### src/rtl/tdc_pkg.sv
// Shared definitions for the TDC result reporter: measurement width, packet
// framing constants, FSM encodings and the packet byte selector.
// Build option: TDC_REPORT_CHECKSUM_EN appends an XOR checksum byte to each packet.
package tdc_pkg;

  localparam int MEAS_W = 40;
  localparam logic [7:0] SYNC_BYTE_DEFAULT = 8'hA5;

`ifdef TDC_REPORT_CHECKSUM_EN
  localparam int PKT_BYTES = 7;
`else
  localparam int PKT_BYTES = 6;
`endif

  localparam int IDX_W = 3;

  typedef enum logic {
    P_IDLE = 1'b0,
    P_SEND = 1'b1
  } pkt_state_e;

  typedef enum logic [1:0] {
    B_IDLE  = 2'd0,
    B_START = 2'd1,
    B_DATA  = 2'd2,
    B_STOP  = 2'd3
  } byte_state_e;

  // Byte idx of a packet: sync first, then the measurement MSB byte first.
  function automatic logic [7:0] pkt_byte(input logic [MEAS_W-1:0] meas,
                                          input logic [IDX_W-1:0]  idx,
                                          input logic [7:0]        sync);
    logic [7:0] b;
    case (idx)
      3'd0:    b = sync;
      3'd1:    b = meas[39:32];
      3'd2:    b = meas[31:24];
      3'd3:    b = meas[23:16];
      3'd4:    b = meas[15:8];
      3'd5:    b = meas[7:0];
`ifdef TDC_REPORT_CHECKSUM_EN
      3'd6:    b = meas[39:32] ^ meas[31:24] ^ meas[23:16] ^ meas[15:8] ^ meas[7:0];
`endif
      default: b = sync;
    endcase
    return b;
  endfunction

endpackage

### src/rtl/tdc_uart_reporter_tx_byte.sv
// 8N1 byte serialiser: owns the baud counter and the byte FSM.
// The final clock of the stop bit is spent in B_IDLE with ready high, so a
// byte offered then starts its start bit on the very next clock and bytes
// can run back-to-back with every bit exactly CLKS_PER_BIT clocks wide.
module uart_tx_byte
  import tdc_pkg::*;
#(
  parameter int CLKS_PER_BIT = 868
) (
  input  logic       clk,
  input  logic       rst_n,
  input  logic [7:0] data,
  input  logic       valid,
  output logic       ready,
  output logic       tx
);

  localparam int CNT_W = $clog2(CLKS_PER_BIT);
  localparam logic [CNT_W-1:0] BIT_LAST  = CNT_W'(CLKS_PER_BIT - 1);
  localparam logic [CNT_W-1:0] STOP_LAST = CNT_W'(CLKS_PER_BIT - 2);

  byte_state_e state_q, state_d;
  logic [CNT_W-1:0] cnt_q, cnt_d;
  logic [2:0] bitIdx_q, bitIdx_d;
  logic [7:0] shift_q, shift_d;
  logic tx_q, tx_d;

  // Byte FSM next state, baud counter reload at every bit boundary, and the
  // registered line level derived from the next state.
  always_comb begin
    state_d  = state_q;
    cnt_d    = cnt_q + 1'b1;
    bitIdx_d = bitIdx_q;
    shift_d  = shift_q;
    case (state_q)
      B_IDLE: begin
        cnt_d = '0;
        if (valid) begin
          state_d = B_START;
          shift_d = data;
        end
      end
      B_START: begin
        if (cnt_q == BIT_LAST) begin
          state_d  = B_DATA;
          cnt_d    = '0;
          bitIdx_d = '0;
        end
      end
      B_DATA: begin
        if (cnt_q == BIT_LAST) begin
          cnt_d = '0;
          if (bitIdx_q == 3'd7) begin
            state_d = B_STOP;
          end else begin
            bitIdx_d = bitIdx_q + 1'b1;
            shift_d  = {1'b0, shift_q[7:1]};
          end
        end
      end
      B_STOP: begin
        if (cnt_q == STOP_LAST) begin
          state_d = B_IDLE;
          cnt_d   = '0;
        end
      end
      default: begin
        state_d = B_IDLE;
        cnt_d   = '0;
      end
    endcase

    case (state_d)
      B_START: tx_d = 1'b0;
      B_DATA:  tx_d = shift_d[0];
      default: tx_d = 1'b1;
    endcase
  end

  // State registers; reset leaves the line idle high.
  always_ff @(posedge clk) begin
    if (!rst_n) begin
      state_q  <= B_IDLE;
      cnt_q    <= '0;
      bitIdx_q <= '0;
      shift_q  <= '0;
      tx_q     <= 1'b1;
    end else begin
      state_q  <= state_d;
      cnt_q    <= cnt_d;
      bitIdx_q <= bitIdx_d;
      shift_q  <= shift_d;
      tx_q     <= tx_d;
    end
  end

  assign ready = (state_q == B_IDLE);
  assign tx    = tx_q;

endmodule

### src/rtl/tdc_uart_reporter.sv
// TDC result reporter: captures 40-bit measurements into a one-deep pending
// buffer, counts overflow drops, and sends each result as a framed UART packet.
// Build option: TDC_REPORT_CHECKSUM_EN adds an XOR checksum byte (7-byte packets).
module tdc_uart_reporter
  import tdc_pkg::*;
#(
  parameter int          CLK_HZ    = 100_000_000,
  parameter int          BAUD      = 115_200,
  parameter logic [7:0]  SYNC_BYTE = SYNC_BYTE_DEFAULT
) (
  input  logic              clk,
  input  logic              rst_n,
  input  logic [MEAS_W-1:0] measurement,
  input  logic              meas_valid,
  output logic              uart_tx,
  output logic              busy,
  output logic [7:0]        drop_count
);

  // Rounded clocks per bit; must come out >= 2 for the serialiser.
  localparam int CLKS_PER_BIT = (CLK_HZ + BAUD / 2) / BAUD;
  localparam logic [IDX_W-1:0] LAST_IDX = IDX_W'(PKT_BYTES - 1);

  logic [MEAS_W-1:0] pendData_q, pendData_d;
  logic              pendFull_q, pendFull_d;
  logic [7:0]        dropCnt_q, dropCnt_d;
  pkt_state_e        pktState_q, pktState_d;
  logic [IDX_W-1:0]  byteIdx_q, byteIdx_d;
  logic [MEAS_W-1:0] pktMeas_q, pktMeas_d;
  logic              busy_q, busy_d;

  logic       popPending;
  logic       startPacket;
  logic       byteValid;
  logic       byteReady;
  logic [7:0] byteData;

  // Packet FSM and byte mux: the next byte is offered the moment the
  // serialiser goes ready, and a waiting result chains straight on after
  // the last byte so consecutive packets have no idle gap.
  always_comb begin
    pktState_d  = pktState_q;
    byteIdx_d   = byteIdx_q;
    pktMeas_d   = pktMeas_q;
    startPacket = 1'b0;
    byteValid   = 1'b0;
    byteData    = pkt_byte(pktMeas_q, byteIdx_q, SYNC_BYTE);
    case (pktState_q)
      P_IDLE: begin
        if (pendFull_q) startPacket = 1'b1;
      end
      P_SEND: begin
        if (byteReady) begin
          if (byteIdx_q != LAST_IDX) begin
            byteIdx_d = byteIdx_q + 1'b1;
            byteValid = 1'b1;
            byteData  = pkt_byte(pktMeas_q, byteIdx_d, SYNC_BYTE);
          end else if (pendFull_q) begin
            startPacket = 1'b1;
          end else begin
            pktState_d = P_IDLE;
          end
        end
      end
      default: pktState_d = P_IDLE;
    endcase

    if (startPacket) begin
      pktMeas_d  = pendData_q;
      byteIdx_d  = '0;
      pktState_d = P_SEND;
      byteValid  = 1'b1;
      byteData   = SYNC_BYTE;
    end
    popPending = startPacket;
  end

  // Pending buffer and saturating drop counter; a strobe in the cycle the
  // buffer empties into the packet register is accepted, not dropped.
  always_comb begin
    pendData_d = pendData_q;
    pendFull_d = pendFull_q;
    dropCnt_d  = dropCnt_q;
    if (meas_valid && (!pendFull_q || popPending)) begin
      pendData_d = measurement;
      pendFull_d = 1'b1;
    end else begin
      if (popPending) pendFull_d = 1'b0;
      if (meas_valid && (dropCnt_q != 8'hFF)) dropCnt_d = dropCnt_q + 8'd1;
    end
  end

  assign busy_d = pendFull_d | (pktState_d != P_IDLE);

  // All reporter state; reset abandons any packet in flight.
  always_ff @(posedge clk) begin
    if (!rst_n) begin
      pendData_q <= '0;
      pendFull_q <= 1'b0;
      dropCnt_q  <= '0;
      pktState_q <= P_IDLE;
      byteIdx_q  <= '0;
      pktMeas_q  <= '0;
      busy_q     <= 1'b0;
    end else begin
      pendData_q <= pendData_d;
      pendFull_q <= pendFull_d;
      dropCnt_q  <= dropCnt_d;
      pktState_q <= pktState_d;
      byteIdx_q  <= byteIdx_d;
      pktMeas_q  <= pktMeas_d;
      busy_q     <= busy_d;
    end
  end

  uart_tx_byte #(
    .CLKS_PER_BIT(CLKS_PER_BIT)
  ) uTxByte (
    .clk  (clk),
    .rst_n(rst_n),
    .data (byteData),
    .valid(byteValid),
    .ready(byteReady),
    .tx   (uart_tx)
  );

  assign busy       = busy_q;
  assign drop_count = dropCnt_q;

endmodule
### config.mk
export PLATFORM = sky130hd
export DESIGN_NAME = tdc_uart_reporter
export DESIGN_NICKNAME = d
export VERILOG_FILES = /design/src/rtl/tdc_pkg.sv /design/src/rtl/tdc_uart_reporter_tx_byte.sv /design/src/rtl/tdc_uart_reporter.sv
export SDC_FILE = /design/constraint.sdc
export NUM_CORES = 1
export LEC_CHECK = 0
export CAP_MARGIN = 10
export CORE_UTILIZATION = 45
export DETAILED_ROUTE_END_ITERATION = 10
export MAX_ROUTING_LAYER = met4
export PLACE_DENSITY_LB_ADDON = 0.08
export SLEW_MARGIN = 0
export SYNTH_ARGS = -nofsm -noshare
export SYNTH_HDL_FRONTEND = slang
export SYNTH_HIERARCHICAL = 1
export SYNTH_SLANG_ARGS = --single-unit
export TNS_END_PERCENT = 50
### constraint.sdc
create_clock -name clk -period 5.8 [get_ports clk]
set_input_delay 0.58 -clock clk [delete_from_list [all_inputs] [get_ports clk]]
set_output_delay 0.58 -clock clk [all_outputs]
set_load 0.03 [all_outputs]
==> key figures <==
Yosys
  – Synth warnings: 6
  – Multiplexer area fraction after synthesis: 0.0307
  – Syn nets: 742
  – Asr flop ratio synth: 0
  – Adder-Cell Fraction of Synth Area: 0.0309
  – Synth Area in Compound Gates: 0.198
  – Post-synth EDFFs: 0
  – Predominant post-synthesis flop cell: dfxtp_1
  – Sequential share of the synthesized area: 0.417
  – #FFs+latches synth: 118
  – Main combinational cell family by area after synthesis: simple AND/OR/NAND/NOR gates
  – Post-Synthesis Cells: 685
  – Netlist cell types: 64
  – Avg Inst Size Synth: 8.27 µm²
  – Xor/xnor share of the synthesized area: 0.0139
  – Synthesized area: 5670 µm²
  – Fraction of the mapped netlist area in simple logic gates: 0.249

CTS
  – H-tree depth: 4
  – Hold Buf Count CTS: 0
  – Post-CTS setup buffer count: 0
  – Clk sinks: 118
  – Post-CTS Resized: 0
  – Worst-skew pair later-pin latency: 0.41 ns
  – CTS tree: done
  – TritonCTS Buffers: 17
  – CTS clk-pin slew, worst paths: 0.06 ns
  – CTS max path bufs: 2
  – CTS root buffer: clkbuf_16

Route
  – Drt wl/cell: 14.5 µm
  – DRC Markers: 0
  – Detailed-route wire length: 12900 µm
  – Vias per Instance: 5.38
  – Via count: 4779
  – Post-DRT Antenna Nets: 0
  – Initial DRC count: 255
  – First-pass detailed-route iteration total: 7

Floorplanning
  – Num rows: 40
  – Die width: 114 µm
  – # IOs: 53
  – Starting Density: 0.466
  – Die area: 13000 µm²
  – DIE HEIGHT: 114 µm
  – Core footprint: 12200 µm²

Flow run
  – Max-cap violations: 0

Worst setup path
  – Cells along the critical path: inv_1, ha_1, o21a_1, o311ai_2, a211oi_1, a31oi_1, mux2_2, a22o_1, a21oi_1, a32oi_1
  – Slowest cell on crit path: ha_1
  – Critical Path AT: 3.54 ns
  – CP Data Required Time: 6.04 ns
  – Type of origin of the critical path: flop
  – CP endpoint kind: flop
  – CP Class: reg2reg
  – Crit path largest cell delay: 0.81 ns
  – CP max FO: 23

Place
  – Hpwl dp: 8770 µm
  – Placed cell areas: 6120 µm²
  – Post-Place Worst Slack: 2.53 ns
  – Port-buffer cells: 52
  – Final GP Congestion: 0.800
  – Placed insts: 856

Cells and area
  – ANT cells: 0
  – Most frequent cells in the layout: nand2_1 (156), dfxtp_1 (118), nand3_1 (66)
  – Area delta synth->final: 18.6%
  – Fill cell count: 1169
  – Final core utilization: 0.553
  – Layout cells sized above 1: 0.108
  – Post-route cell area: 6720 µm²
  – Post-Layout Cell Count: 888
  – Commonest non-fill, non-tap cell in the layout: nand2_1
  – Nets: 764

Pwr
  – Leak: 2.43 nW
  – Tot Pwr: 2.12 mW
  – Max IR drop VDD: 0.189 mV
  – Clock power frac: 0.495
  – Internal Power: 1.61 mW
  – Cell Pwr Density: 316 nW/µm²
  – Switching power: 0.516 mW
  – Comb pwr share: 0.092
  – Sw Ratio: 0.243
  – Power share of the sequential group: 0.412

Global route
  – Tot GR Track Use: 0.218
  – First-pass GRT wire length: 21700 µm
  – Gr ovfl total: 0
  – Largest net degree at the start of global routing: 111
  – Antenna violations before repair: 0
  – Number of global-route vias before repair: 4452

Status
  – Run status: finished clean

STA
  – Tightest Pin Transition: 1.03 ns
  – Final Cycle Share: 0.569
  – Final worst slack: 2.50 ns
  – Fmax: 303 MHz
  – Relative slew slack: 0.314
  – Hold Fails Final Rpt: 0
  – Final setup skew: 0.00644 ns
  – Setup TNS: 0 ns
  – Minimum clock period: 3.30 ns
  – Final setup viols: 0
  – WHS: 0.452 ns
  – RSZ-0062 raised after global routing: no
  – Slew Viols, Final: 0

Worst hold path
  – Path type of the worst min-delay path: reg2reg
## per-layer routing
layer / GRT usage / part of all wire / vias up
met4: 0.0597 / 0.010 / 0
met2: 0.354 / 0.48 / 90
li1: - / - / 2461
met5: - / 0 / -
met3: 0.0556 / 0.035 / 10
met1: 0.269 / 0.47 / 2218
## critical path, delay by kind of cell (launching register included)
| family | cells | cell delay, ns |
|---|---|---|
| AOI/OAI and AO/OA | 7 | 1.20 |
| muxes | 1 | 0.28 |
| adders and majority gates | 1 | 0.81 |
| DFF | 1 | 0.75 |
| buffers and inverters | 1 | 0.10 |
## registers in the layout, indices dropped and copies added (netlist names)
register          count
pktMeas_q            40
pendFull_q            1
uTxByte/shift_q       8
drop_count            8
byteIdx_q             3
pktState_q            1
uTxByte/tx            1
uTxByte/state_q       2
pendData_q           40
busy                  1
uTxByte/bitIdx_q      3
uTxByte/cnt_q        10
## synth_stat cells (3+ instances only)
library cell  instances  area, µm²
and2_1                4       25.0
a22oi_1               4       30.0
nand3_2               5       50.1
o21ai_0              35        175
ha_1                 14        175
xor2_1                3       26.3
a211oi_1              5       37.5
dfxtp_1             118       2360
xnor2_1               6       52.6
o211a_1               6       60.1
nand4_1               4       25.0
nor2b_1               5       31.3
nor2_1               12       45.0
inv_1                11       41.3
nor2_2               10       62.6
nand3_1              66        330
nor3_1                3       15.0
nand2_1             156        586
and3_1                6       37.5
clkbuf_1             21       78.8
buf_4                 8       60.1
a222oi_1              6       60.1
a221oi_1              6       52.6
buf_2                14       70.1
o21ai_1              13       65.1
mux2_2               11        124
a21boi_0              4       30.0
a21oi_1              60        300
nand2b_1              4       25.0
a32oi_1               7       61.3
mux2i_1               5       50.1
buf_6                 8       90.1
## final timing paths
check | slack (ns) | cells past startpoint | from | endpoint
max | 2.50 | 10 | byteIdx_q[2]$_SDFFE_PP0P_ | uTxByte/tx$_SDFF_PN1_
max reg2reg | 2.50 | 10 | byteIdx_q[2]$_SDFFE_PP0P_ | uTxByte/tx$_SDFF_PN1_
min | 0.45 | 2 | pendData_q[10]$_SDFFE_PN0N_ | pktMeas_q[10]$_SDFFE_PN0P_
min reg2reg | 0.45 | 2 | pendData_q[10]$_SDFFE_PN0N_ | pktMeas_q[10]$_SDFFE_PN0P_
## power by group through the flow
stage / clock network, mW / registers (mW) / logic [mW]
after floorplan: 0 / 0.884 / 0.151
after global placement: 0 / 0.892 / 0.194
after detailed placement: 0 / 0.893 / 0.197
after CTS: 1.08 / 0.876 / 0.197
after global routing: 1.12 / 0.880 / 0.220
final: 1.05 / 0.876 / 0.196
## kinds of logic (layout without fill, tap and decap cells)
| family | count (synthesis) | after routing |
|---|---|---|
| XOR/XNOR | 9 | 9 |
| buffers and inverters | 64 | 99 |
| adder cells (fa/ha/maj) | 14 | 14 |
| AND/OR/NAND/NOR | 293 | 293 |
| multiplexers | 16 | 16 |
| AO/OA/AOI/OAI | 171 | 171 |
| flip-flops | 118 | 118 |
## cell type report
class	count	area, µm²	share of cell area
tap	168	210	0.0313
inverter	12	45.0	0.00670
multi-input combinational	503	2960	0.440
clock inverter	11	123	0.0182
clock buffer	21	480	0.0715
sequential	118	2360	0.351
timing repair buffer	55	541	0.0804
Power figures use the tool's default switching activity.
